==> src/rtl/dmem_responder_pkg.sv <==
// Shared definitions for the data-memory responder: access size encodings and
// the bit layout of a queued request entry.
package dmem_responder_pkg;

  typedef enum logic [2:0] {
    SIZE_BYTE = 3'd0,
    SIZE_HALF = 3'd1,
    SIZE_WORD = 3'd2
  } size_e;

  // Entry layout, LSB first: wdata | size | wstrb | wr | word index (AW bits)
  localparam int unsigned WDATA_W   = 32;
  localparam int unsigned WDATA_LSB = 0;
  localparam int unsigned SIZE_W    = 3;
  localparam int unsigned SIZE_LSB  = 32;
  localparam int unsigned WSTRB_W   = 4;
  localparam int unsigned WSTRB_LSB = 35;
  localparam int unsigned WR_BIT    = 39;
  localparam int unsigned ADDR_LSB  = 40;
  localparam int unsigned ENT_FIX_W = 40;

  function automatic int unsigned ent_width(input int unsigned aw);
    return ENT_FIX_W + aw;
  endfunction

endpackage

==> src/rtl/dmem_responder_if.sv <==
// CPU data-side SRAM-like request/response bus (data_req/data_addr_ok/data_data_ok).
interface dmem_responder_if;
  logic        data_req;
  logic        data_wr;
  logic [3:0]  data_wstrb;
  logic [31:0] data_addr;
  logic [2:0]  data_size;
  logic [31:0] data_wdata;
  logic        data_addr_ok;
  logic        data_data_ok;
  logic [31:0] data_rdata;

  modport master (
    output data_req, data_wr, data_wstrb, data_addr, data_size, data_wdata,
    input  data_addr_ok, data_data_ok, data_rdata
  );

  modport slave (
    input  data_req, data_wr, data_wstrb, data_addr, data_size, data_wdata,
    output data_addr_ok, data_data_ok, data_rdata
  );
endinterface

==> src/rtl/dmem_responder_sync_fifo.sv <==
// Synchronous FIFO with head-data output and occupancy count; DEPTH must be a power of two.
module sync_fifo #(
  parameter int unsigned DEPTH = 4,
  parameter int unsigned WIDTH = 8
) (
  input  logic                         clk_i,
  input  logic                         rst_ni,
  input  logic                         push_i,
  input  logic                         pop_i,
  input  logic [WIDTH-1:0]             wdata_i,
  output logic [WIDTH-1:0]             rdata_o,
  output logic                         full_o,
  output logic                         empty_o,
  output logic [$clog2(DEPTH+1)-1:0]   count_o
);

  localparam int unsigned PW = $clog2(DEPTH);
  localparam int unsigned CW = $clog2(DEPTH+1);

  logic [WIDTH-1:0] mem_q [DEPTH];
  logic [PW-1:0]    wptr_q, rptr_q;
  logic [CW-1:0]    cnt_q;
  logic             do_push, do_pop;

  assign full_o  = (cnt_q == CW'(DEPTH));
  assign empty_o = (cnt_q == '0);
  assign count_o = cnt_q;
  assign rdata_o = mem_q[rptr_q];
  assign do_push = push_i && !full_o;
  assign do_pop  = pop_i && !empty_o;

  always_ff @(posedge clk_i or negedge rst_ni) begin
    if (!rst_ni) begin
      wptr_q <= '0;
      rptr_q <= '0;
      cnt_q  <= '0;
    end else begin
      if (do_push) wptr_q <= wptr_q + PW'(1);
      if (do_pop)  rptr_q <= rptr_q + PW'(1);
      if (do_push && !do_pop)      cnt_q <= cnt_q + CW'(1);
      else if (do_pop && !do_push) cnt_q <= cnt_q - CW'(1);
    end
  end

  always_ff @(posedge clk_i) begin
    if (do_push) mem_q[wptr_q] <= wdata_i;
  end

endmodule

==> src/rtl/dmem_responder.sv <==
// In-order data-memory responder: request FIFO with empty-queue bypass in front of a
// 1-cycle synchronous SRAM. Optional issue stalling via macro DMEM_RESPONDER_STALL_EN.
module dmem_responder
  import dmem_responder_pkg::*;
#(
  parameter int unsigned DEPTH = 4,
  parameter int unsigned AW    = 16
) (
  input  logic                  clk,
  input  logic                  resetn,
  dmem_responder_if.slave       bus,
  output logic                  sram_en,
  output logic [3:0]            sram_wen,
  output logic [AW-1:0]         sram_addr,
  output logic [31:0]           sram_wdata,
  input  logic [31:0]           sram_rdata
);

  localparam int unsigned EW = ent_width(AW);

  logic [EW-1:0]              in_ent, head_ent, iss_ent;
  logic                       fifo_full, fifo_empty;
  logic [$clog2(DEPTH+1)-1:0] fifo_cnt_unused;
  logic                       accept, issue, push, pop, stall;
  logic                       resp_pending_q, resp_rd_q;
  logic                       unused_bits;

  assign in_ent = {bus.data_addr[AW+1:2], bus.data_wr, bus.data_wstrb,
                   bus.data_size, bus.data_wdata};

`ifdef DMEM_RESPONDER_STALL_EN
  logic [7:0] lfsr_q;

  always_ff @(posedge clk or negedge resetn) begin
    if (!resetn) lfsr_q <= 8'hA5;
    else         lfsr_q <= {lfsr_q[6:0], lfsr_q[7] ^ lfsr_q[5] ^ lfsr_q[4] ^ lfsr_q[3]};
  end

  assign stall = (lfsr_q[1:0] == 2'b00);
`else
  assign stall = 1'b0;
`endif

  // Head of the queue always wins; an incoming request bypasses only an empty queue.
  assign bus.data_addr_ok = !fifo_full;
  assign accept  = bus.data_req && !fifo_full;
  assign issue   = !stall && (!fifo_empty || accept);
  assign pop     = issue && !fifo_empty;
  assign push    = accept && !(issue && fifo_empty);
  assign iss_ent = fifo_empty ? in_ent : head_ent;

  sync_fifo #(
    .DEPTH (DEPTH),
    .WIDTH (EW)
  ) u_fifo (
    .clk_i   (clk),
    .rst_ni  (resetn),
    .push_i  (push),
    .pop_i   (pop),
    .wdata_i (in_ent),
    .rdata_o (head_ent),
    .full_o  (fifo_full),
    .empty_o (fifo_empty),
    .count_o (fifo_cnt_unused)
  );

  always_comb begin
    sram_en    = issue;
    sram_wen   = (issue && iss_ent[WR_BIT]) ? iss_ent[WSTRB_LSB +: WSTRB_W] : '0;
    sram_addr  = iss_ent[ADDR_LSB +: AW];
    sram_wdata = iss_ent[WDATA_LSB +: WDATA_W];
  end

  always_ff @(posedge clk or negedge resetn) begin
    if (!resetn) begin
      resp_pending_q <= 1'b0;
      resp_rd_q      <= 1'b0;
    end else begin
      resp_pending_q <= issue;
      resp_rd_q      <= issue && !iss_ent[WR_BIT];
    end
  end

  assign bus.data_data_ok = resp_pending_q;
  assign bus.data_rdata   = (resp_pending_q && resp_rd_q) ? sram_rdata : '0;

  assign unused_bits = ^{bus.data_addr[31:AW+2], bus.data_addr[1:0],
                         iss_ent[SIZE_LSB +: SIZE_W]};

endmodule
==> src/flat_wrapper.sv <==
// flat-port wrapper written by rule: the top's interface ports become plain ports
module dmem_responder_flat import dmem_responder_pkg::*;
#(
  parameter int unsigned DEPTH = 4,
  parameter int unsigned AW    = 16
)
  (clk, resetn, sram_en, sram_wen, sram_addr, sram_wdata, sram_rdata, bus_data_req, bus_data_wr, bus_data_wstrb, bus_data_addr, bus_data_size, bus_data_wdata, bus_data_addr_ok, bus_data_data_ok, bus_data_rdata);
  dmem_responder_if bus_i ();
  input  logic clk;
  input  logic resetn;
  output logic sram_en;
  output logic [3:0] sram_wen;
  output logic [AW-1:0] sram_addr;
  output logic [31:0] sram_wdata;
  input  logic [31:0] sram_rdata;
  input wire logic [$bits(bus_i.data_req)-1:0] bus_data_req;
  input wire logic [$bits(bus_i.data_wr)-1:0] bus_data_wr;
  input wire logic [$bits(bus_i.data_wstrb)-1:0] bus_data_wstrb;
  input wire logic [$bits(bus_i.data_addr)-1:0] bus_data_addr;
  input wire logic [$bits(bus_i.data_size)-1:0] bus_data_size;
  input wire logic [$bits(bus_i.data_wdata)-1:0] bus_data_wdata;
  output wire logic [$bits(bus_i.data_addr_ok)-1:0] bus_data_addr_ok;
  output wire logic [$bits(bus_i.data_data_ok)-1:0] bus_data_data_ok;
  output wire logic [$bits(bus_i.data_rdata)-1:0] bus_data_rdata;
  assign bus_i.data_req = bus_data_req;
  assign bus_i.data_wr = bus_data_wr;
  assign bus_i.data_wstrb = bus_data_wstrb;
  assign bus_i.data_addr = bus_data_addr;
  assign bus_i.data_size = bus_data_size;
  assign bus_i.data_wdata = bus_data_wdata;
  assign bus_data_addr_ok = bus_i.data_addr_ok;
  assign bus_data_data_ok = bus_i.data_data_ok;
  assign bus_data_rdata = bus_i.data_rdata;
  dmem_responder #(.DEPTH(DEPTH), .AW(AW)) u_core (.clk(clk), .resetn(resetn), .bus(bus_i), .sram_en(sram_en), .sram_wen(sram_wen), .sram_addr(sram_addr), .sram_wdata(sram_wdata), .sram_rdata(sram_rdata));
endmodule
==> config.mk <==
export PLATFORM = sky130hd
export DESIGN_NAME = dmem_responder_flat
export DESIGN_NICKNAME = d
export VERILOG_FILES = /design/src/rtl/dmem_responder_pkg.sv /design/src/rtl/dmem_responder_if.sv /design/src/rtl/dmem_responder_sync_fifo.sv /design/src/rtl/dmem_responder.sv /design/src/flat_wrapper.sv
export SDC_FILE = /design/constraint.sdc
export NUM_CORES = 1
export LEC_CHECK = 0
export BUFFER_PORTS_ARGS = -buffer_cell sky130_fd_sc_hd__buf_4
export CAP_MARGIN = 20
export CELL_PAD_IN_SITES_DETAIL_PLACEMENT = 1
export CELL_PAD_IN_SITES_GLOBAL_PLACEMENT = 2
export CORE_ASPECT_RATIO = 0.75
export CORE_MARGIN = 2
export CORE_UTILIZATION = 23
export CTS_BUF_LIST = sky130_fd_sc_hd__clkbuf_16
export CTS_CLUSTER_DIAMETER = 150
export DETAILED_ROUTE_END_ITERATION = 8
export MAX_ROUTING_LAYER = met4
export PLACE_DENSITY = 0.52
export SLEW_MARGIN = 20
export SYNTH_ARGS = -nofsm -noshare
export SYNTH_HDL_FRONTEND = slang
export SYNTH_SLANG_ARGS = --single-unit
==> constraint.sdc <==
create_clock -name clk -period 8.3 [get_ports clk]
set_input_delay 0.83 -clock clk [delete_from_list [all_inputs] [get_ports clk]]
set_output_delay 0.83 -clock clk [all_outputs]
set_load 0.03 [all_outputs]
==> results of run 1 <==
synthesized netlist by cell type, drive strengths merged (5+ instances only):
master,count,area (um2)
nand2,148,555.5
xnor2,5,43.79
clkbuf,10,37.54
buf,21,116.4
ha,7,87.58
nor2b,5,31.28
inv,6,22.52
dfrtp,9,225.2
and3,32,200.2
edfxtp,212,6366
mux4,48,1081
metal layers:
layer	share of wire [%]	routed length, um
met2	48	11310
met5	0	0
met3	4.8	1135
met4	2.1	484
met1	45	10520
layout make-up:
class	instances	area (um2)
inverters	6	22.52
clock buffers	25	625.6
well taps	512	640.6
repair buffers	177	1329
fillers	4090	26900
flip-flops and latches	221	6599
clock inverters	18	105.1
multi-input cells	278	2257
worst max-delay path by stage:
| stage | from | endpoint | slack [ps] | depth (start not counted) |
|---|---|---|---|---|
| finish | u_core.u_fifo.rptr_q[0] | sram_wen[1] | 4320 | 6 |
| global route | u_core.u_fifo.rptr_q[0] | sram_wen[2] | 3980 | 6 |
| CTS | u_core.u_fifo.rptr_q[0] | sram_wen[1] | 4100 | 6 |
| detailed placement | u_core.u_fifo.rptr_q[0] | sram_wen[1] | 4670 | 6 |
| global placement | u_core.u_fifo.rptr_q[0] | sram_wen[1] | 4730 | 6 |
| floorplan | bus_data_req | u_core.u_fifo.mem_q[0][0] | 5410 | 3 |
where the power goes:
part | leakage (uW) | switching, uW | internal [uW]
clock network | 0.000386 | 430 | 573
logic | 0.00194 | 1230 | 793
registers | 0.00204 | 167 | 1460
total | 0.00437 | 1830 | 2830
registers in the layout, indices dropped and copies added (netlist names):
register,cells
u_core.u_fifo.count_o,3
u_core.u_fifo.mem_q,212
u_core.resp_rd_q,1
u_core.u_fifo.rptr_q,2
u_core.u_fifo.wptr_q,2
u_core.bus.data_data_ok,1
cell families after synthesis:
group                    count (synthesis)  share of synthesized area, %
flip-flops                             221                         73.14
AND/OR/NAND/NOR                        199                         9.621
multiplexers                            54                         12.72
buffers and inverters                   37                         1.958
AO/OA/AOI/OAI                           12                         1.013
adder cells (fa/ha/maj)                  7                        0.9718
XOR/XNOR                                 6                        0.5831
metrics by stage:
stage	util [%]	instances	area, um2	worst slack (ps)
3_5_place_dp	28.19	1194	10850	4670
6_report	30.09	1237	11580	4323
4_1_cts	30.09	1237	11580	4100
3_3_place_gp	28.19	1194	10850	4728
2_1_floorplan	-	536	9012	5408
5_1_grt	30.09	1237	11580	3981
critical path: cells and delay by family (launching register included):
kind	cells	cell delay, ps
AO/OA/AOI/OAI	1	250
buffers and inverters	2	960
flip-flops	1	700
multiplexers	1	290
AND/OR/NAND/NOR	2	400
cell usage in the layout (no fill, tap or decap):
cell type,synthesis,final
mux2_2,4,4
clkinv_2,0,5
a2111oi_0,4,4
nand2_1,148,148
and3_1,32,32
inv_6,0,1
nand3_1,2,2
o21ai_0,2,2
nor4_2,1,1
bufinv_16,0,1
buf_4,7,177
and2_4,0,4
inv_1,5,11
dfrtp_1,9,7
nor2_1,3,3
clkinv_1,0,5
edfxtp_1,212,212
dfrtp_4,0,2
o22ai_1,3,3
nor3_1,3,3
xnor2_1,5,5
ha_1,7,7
clkbuf_16,0,25
mux4_2,48,48
nor2b_1,5,5
xor2_1,1,1
o311a_1,2,2
nand2b_2,0,1
mux2i_1,2,2
inv_2,1,1
a211oi_1,1,1
==> summary.txt, run 1 <==
Status: finished clean
Initial Util: 23.42%
Hold WC Path Type: primary input to asynchronous set/reset pin
Post-CTS sizing: 0
Hold WS: 138.4 ps
HPWL after detailed placement: 13.46 mm
Fmax: 251.4 MHz
Fin crit share: 47.92%
Post-Route WL: 23.45 mm
Syn nets: 650
Cells along the critical path: buf_4 -> mux2_2 -> nand3_1 -> o311a_1 -> nor3_1 -> buf_4
Placeable Area: 38,480 um2
CP max-delay cell: buf_4
Maximum vdd drop: 186.7 uV
Max Slew Vio Count: 0
Kind of critical path: flop to primary output
Number of flops mapped to enable cells by yosys: 212
First-pass GRT wire length: 35.76 mm
PortBufs: 174
Die Footprint: 40,800 um2
Min cycle time layout: 3977 ps
Met1 GRT Util: 15.13%
Detailed-route DRC error count: 0
WP data required: 7470 ps
Total power: 4661 uW
Reg-to-Reg End: u_core.u_fifo.mem_q[1][52]
Clk sink count: 221
Wire per inst: 18.96 um
Mapped Area: 9012 um2
Ys async rst share: 4.072%
Syn Area/Cell: 16.81 um2
CTS clk-pin slew, worst paths: 60 ps
R2r startpoint: u_core.u_fifo.count_o[0]
Maximum fanout along the worst path: 38
Reg2Reg Depth: 4
Worst setup SP type: flop
Setup TNS: 0 ps
Final hold violations: 0
Flops & latches, synth: 221
Layout Area Growth over Synthesis: 28.47%
Bufs on Longest Clock Path: 3
Via Count: 5,151
Post-synthesis sequential area ratio: 73.14%
Crit-path max cell delay: 740 ps
Post-Syn Instances: 536
Setup violations, final: 0
CP most frequent cell: buf_4
Htree depth: 1
Max_slew headroom: 32.24%
Arrival time worst endpoint: 3150 ps
# hold bufs at CTS: 0
RSZ-0062 raised after global routing: false
Fraction of layout cells with a size suffix above 1: 37.24%
Netlist cell types: 28
Row count: 62
Yosys warning total: 0
Grt met2 use: 19.46%
DR pass1 iterations: 4
Initial DRC count: 241
GR Util met3: 2.792%
Lkg Pwr: 0.004368 uW
Chip width: 232.6 um
Ant diodes: 0
Largest net degree at the start of global routing: 66
GRT overflow: 0
Worst-Skew Late Latency: 520 ps
Setup bufs post-CTS: 0
Total CTS buffers: 25
NumNets Final: 823
Initial antenna violation count: 0
Chip height: 175.4 um
Vias in the first global route: 5,856
Top_reg_cell synth: edfxtp_1
Post-route ant nets: 0
Clk_skew: 9.647 ps
GRT Max-Usage Layer: met2
Routability cong.: 0.6849
# IOs: 194
R2R setup slack: 5870 ps
CTS tree: yes
Clock root cell: clkbuf_16
Worst-margin pin slew: 1016 ps
Max cap viols: 0
Endpoint type of the worst setup path: primary output
Power density over the cells: 402.6 nW/um2
Routed vias/inst: 4.164
GRT Overall Usage: 11.90%
Power figures use the tool's default switching activity.
==> inputs of run 2 (changes only) <==
Clock period 8.3 ns to 3.8 ns, I/O delays scaled along.
==> run 2 against run 1 <==
Effect of this change: non-clock buffer count increased by 5; sequential cell count unchanged; critical path type unchanged; final cell count increased by 0.32%; final area increased by 0.24%; die area unchanged; largest power group unchanged; count of clock-buffer cells in the layout unchanged; global-route usage increased by 0.12 points; total power increased by 120%; largest cell class unchanged; via count increased by 1.3%.
==> summary.txt, run 2 (same netlist as run 1, synthesis figures left out) <==
Total power: 10,200 uW
Commonest cells after routing, fill and taps aside: edfxtp_1 (212), buf_4 (181), nand2_1 (148)
GRT overflow: 0
Worst-margin pin slew: 1028 ps
# hold bufs at CTS: 1
Max cap viols: 0
CTS clk-pin slew, worst paths: 60 ps
Max_slew headroom: 31.46%
Reg-to-Reg End: u_core.u_fifo.count_o[2]
Setup violations, final: 0
Met2 wire length: 11.49 mm
Number of flip-flops in the largest register: 212
GRT Overall Usage: 12.02%
Largest Register: u_core.u_fifo.mem_q
WP data required: 3420 ps
DR pass1 iterations: 4
CTS tree: yes
Setup TNS: 0 ps
Total CTS buffers: 24
Fin crit share: 83.84%
Worst-Skew Late Latency: 520 ps
Max Slew Vio Count: 0
Clk sink count: 221
Fmax: 313.9 MHz
Kind of critical path: flop to primary output
Hold Crit Start: bus_data_addr[9]
Arrival time worst endpoint: 2810 ps
Status: finished clean
Placeable Area: 38,480 um2
Power density over the cells: 879.0 nW/um2
Post-Route M1 WL: 10.82 mm
Post-route ant nets: 0
Final hold violations: 0
RSZ-0062 raised after global routing: false
Routed vias/inst: 4.205
Chip height: 175.4 um
Hold WC Path Type: primary input to flop
Post-Route WL: 23.68 mm
Wire per inst: 19.08 um
Clock root cell: clkbuf_16
Reg2Reg Depth: 9
R2r startpoint: u_core.u_fifo.count_o[0]
Hold Path Stages: 1
Layout Area Growth over Synthesis: 28.78%
Via Count: 5,218
HPWL after detailed placement: 14.09 mm
Row count: 62
Maximum fanout along the worst path: 25
Worst setup SP type: flop
Die Footprint: 40,800 um2
Detailed-route DRC error count: 0
Maximum vdd drop: 372.3 uV
Non-filler cells, final: 1,241
Routed met3 length: 967 um
Fraction of layout cells with a size suffix above 1: 37.04%
Lkg Pwr: 0.004384 uW
Ant diodes: 0
Setup bufs post-CTS: 0
Initial antenna violation count: 0
Min cycle time layout: 3186 ps
PortBufs: 174
Initial Util: 23.42%
Placed Cells: 1,198
Endpoint type of the worst setup path: primary output
Largest net degree at the start of global routing: 66
Hold Crit Endpoint: u_core.u_fifo.mem_q[1][47]
Routability cong.: 0.6684
Bufs on Longest Clock Path: 3
First-pass GRT wire length: 36.11 mm
Vias in the first global route: 5,954
Initial DRC count: 221
R2R setup slack: 1170 ps
# IOs: 194
Most common cell after layout, fill and taps aside: edfxtp_1
Clk_skew: 8.776 ps
DR top layer: met4
Htree depth: 1
NumNets Final: 827
Post-CTS sizing: 0
Chip width: 232.6 um
run 2: critical path, cell delays in order, from the launching register on:
cell	delay, ps
dfrtp_1	390
inv_1	90
ha_1	230
nand2b_2	100
inv_2	350
buf_4	380
buf_4	320
nand2_1	90
nand2_1	120
buf_4	180
run 2: how the worst max path moves through the flow:
stage                        startpoint                        end  slack, ps  cells after the start
3_5_place_dp   u_core.u_fifo.count_o[0]             sram_wdata[29]       1070                      9
3_3_place_gp   u_core.u_fifo.count_o[0]             sram_wdata[29]       1150                      9
6_report       u_core.u_fifo.count_o[0]             sram_wdata[29]        610                      9
2_1_floorplan  u_core.u_fifo.count_o[0]  u_core.u_fifo.mem_q[0][0]       1150                      4
4_1_cts        u_core.u_fifo.count_o[0]             sram_wdata[29]        500                      9
5_1_grt        u_core.u_fifo.count_o[0]             sram_wdata[29]        340                      9
run 2: per-layer routing:
layer / global-route usage [%] / vias up
met2: 19.63 / 91
met4: 2.203 / 0
met1: 15.54 / 2712
li1: - / 2384
met5: - / -
met3: 2.581 / 31
run 2: through the flow:
step	cell area, um2	util, %	hold WS, ps	setup slack, ps
floorplan	9012	-	84.41	1148
global placement	10880	28.27	219.5	1149
detailed placement	10880	28.27	223.4	1071
CTS	11610	30.16	42.49	499.3
global route	11610	30.16	50.07	337.8
finish	11610	30.16	69.84	614.1
run 2: final cells by class:
class	instances	area (um2)
Tap cell	512	640.6
Inverter	6	22.52
Timing Repair Buffer	182	1369
Clock buffer	25	625.6
Multi-Input combinational cell	278	2257
Sequential cell	221	6599
Fill cell	4091	26870
Clock inverter	17	92.59
run 2: report_power, final:
group / total [uW] / switching (uW) / internal (uW)
sequential: 3580 / 380 / 3200
combinational: 4470 / 2710 / 1760
clock: 2160 / 914 / 1240
==> inputs of run 3 (changes only) <==
Settings changed: PLACE_DENSITY 0.52 to 0.54.
Clock period 3.8 ns to 2.6 ns, I/O delays scaled along.
==> run 3 against run 2 <==
Effect of this change: core utilization up 2.4 points; non-clock buffer count increased by 71; critical path depth is 2 lower; die area is the same; clock skew increased by 4.4 ps; clock power grew 53%; total power increased by 53%.
==> summary.txt, run 3 (same netlist as run 1, synthesis figures left out) <==
Fraction of layout cells with a size suffix above 1: 37.53%
Post-route ant nets: 0
Routability cong.: 0.7015
Hold WC Path Type: primary input to asynchronous set/reset pin
Setup TNS: 0 ps
RSZ-0062 raised after global routing: false
DR top layer: met4
Initial Util: 23.42%
Largest net degree at the start of global routing: 34
Die Footprint: 40,800 um2
Wire per inst: 18.50 um
PortBufs: 174
Status: finished clean
Row count: 62
Post-Route M1 WL: 10.69 mm
CTS tree: yes
Routed met3 length: 968 um
Final hold violations: 0
Endpoint type of the worst setup path: primary output
GRT Overall Usage: 12.32%
Max_slew headroom: 48.43%
Post-Route WL: 24.33 mm
Via Count: 5,468
Lkg Pwr: 0.004784 uW
Placeable Area: 38,480 um2
Setup violations, final: 0
Clk_skew: 13.20 ps
Met2 wire length: 12.29 mm
Max cap viols: 0
Clk sink count: 221
Min cycle time layout: 2470 ps
Fmax: 404.9 MHz
Chip height: 175.4 um
Arrival time worst endpoint: 2210 ps
Worst setup SP type: flop
# IOs: 194
NumNets Final: 898
First-pass GRT wire length: 37.27 mm
Kind of critical path: flop to primary output
Total CTS buffers: 24
Layout Area Growth over Synthesis: 39.16%
Vias in the first global route: 6,060
Power density over the cells: 1246 nW/um2
Maximum fanout along the worst path: 7
HPWL after detailed placement: 15.09 mm
Clock root cell: clkbuf_16
DR pass1 iterations: 4
Fin crit share: 94.99%
GRT overflow: 0
Max Slew Vio Count: 0
WP data required: 2340 ps
Htree depth: 1
Worst-margin pin slew: 773.6 ps
Bufs on Longest Clock Path: 3
CTS clk-pin slew, worst paths: 60 ps
Initial antenna violation count: 1
Commonest cells after routing, fill and taps aside: edfxtp_1 (212), buf_4 (184), nand2_1 (147)
Maximum vdd drop: 687.9 uV
Number of flip-flops in the largest register: 212
Worst-Skew Late Latency: 520 ps
Routed vias/inst: 4.158
Hold WS: 105.6 ps
Initial DRC count: 297
Largest Register: u_core.u_fifo.mem_q
Chip width: 232.6 um
Detailed-route DRC error count: 0
Most common cell after layout, fill and taps aside: edfxtp_1
[run 3: layout make-up]
cell class	instances	area, um2
fill	4072	25930
multi-input combinational	278	2327
timing repair buffer	253	2188
tap	512	640.6
antenna	1	2.502
inverter	6	22.52
sequential	221	6599
clock buffer	25	625.6
clock inverter	19	136.4
[run 3: repair_timing]
action	4_1_cts	5_1_grt
setup buffers	2	4
endpoints found under the hold margin	222	0
setup endpoints to repair	42	6
hold buffers	55	0
gates resized for setup	21	2
[run 3: metal layers]
| layer | vias up | GRT usage [%] |
|---|---|---|
| li1 | 2532 | - |
| met5 | - | - |
| met2 | 99 | 21.17 |
| met3 | 35 | 2.338 |
| met1 | 2802 | 15.33 |
| met4 | 0 | 2.044 |
[run 3: through the flow]
step	power, uW	instance area [um2]	setup slack [ps]	utilization [%]	std cells
floorplan	9396	9017	389.2	-	536
global placement	12060	11050	251.6	28.71	1209
detailed placement	12190	11050	257.8	28.71	1209
CTS	15920	12490	27.13	32.47	1310
global route	16510	12540	0.5891	32.60	1315
finish	15630	12540	130.2	32.60	1315
[run 3: final timing paths]
kind                                           from                         end  slack (ps)  depth (start not counted)
max in group asynchronous                    resetn     u_core.u_fifo.rptr_q[0]        2330                          2
min                                          resetn    u_core.u_fifo.count_o[0]         110                          2
min in group clk                  bus_data_addr[16]  u_core.u_fifo.mem_q[0][54]         490                          2
min reg2reg                u_core.u_fifo.count_o[2]    u_core.u_fifo.count_o[2]         490                          1
max reg2reg                u_core.u_fifo.count_o[0]   u_core.u_fifo.mem_q[1][1]         470                          5
max                        u_core.u_fifo.count_o[0]                 sram_wen[2]         130                          7
[run 3: power breakdown]
group / internal, uW / leakage [uW] / switching, uW / total (uW)
Sequential: 4660 / 0.00204 / 308 / 4970
Clock: 1930 / 0.000402 / 1370 / 3300
Combinational: 2990 / 0.00234 / 4380 / 7360
[run 3: worst max-delay path, cell delays in order (launching register included)]
cell,delay [ps]
dfrtp_1,350
inv_1,70
ha_2,220
nand2b_4,90
inv_2,80
o311a_4,400
nor4_2,270
buf_4,210
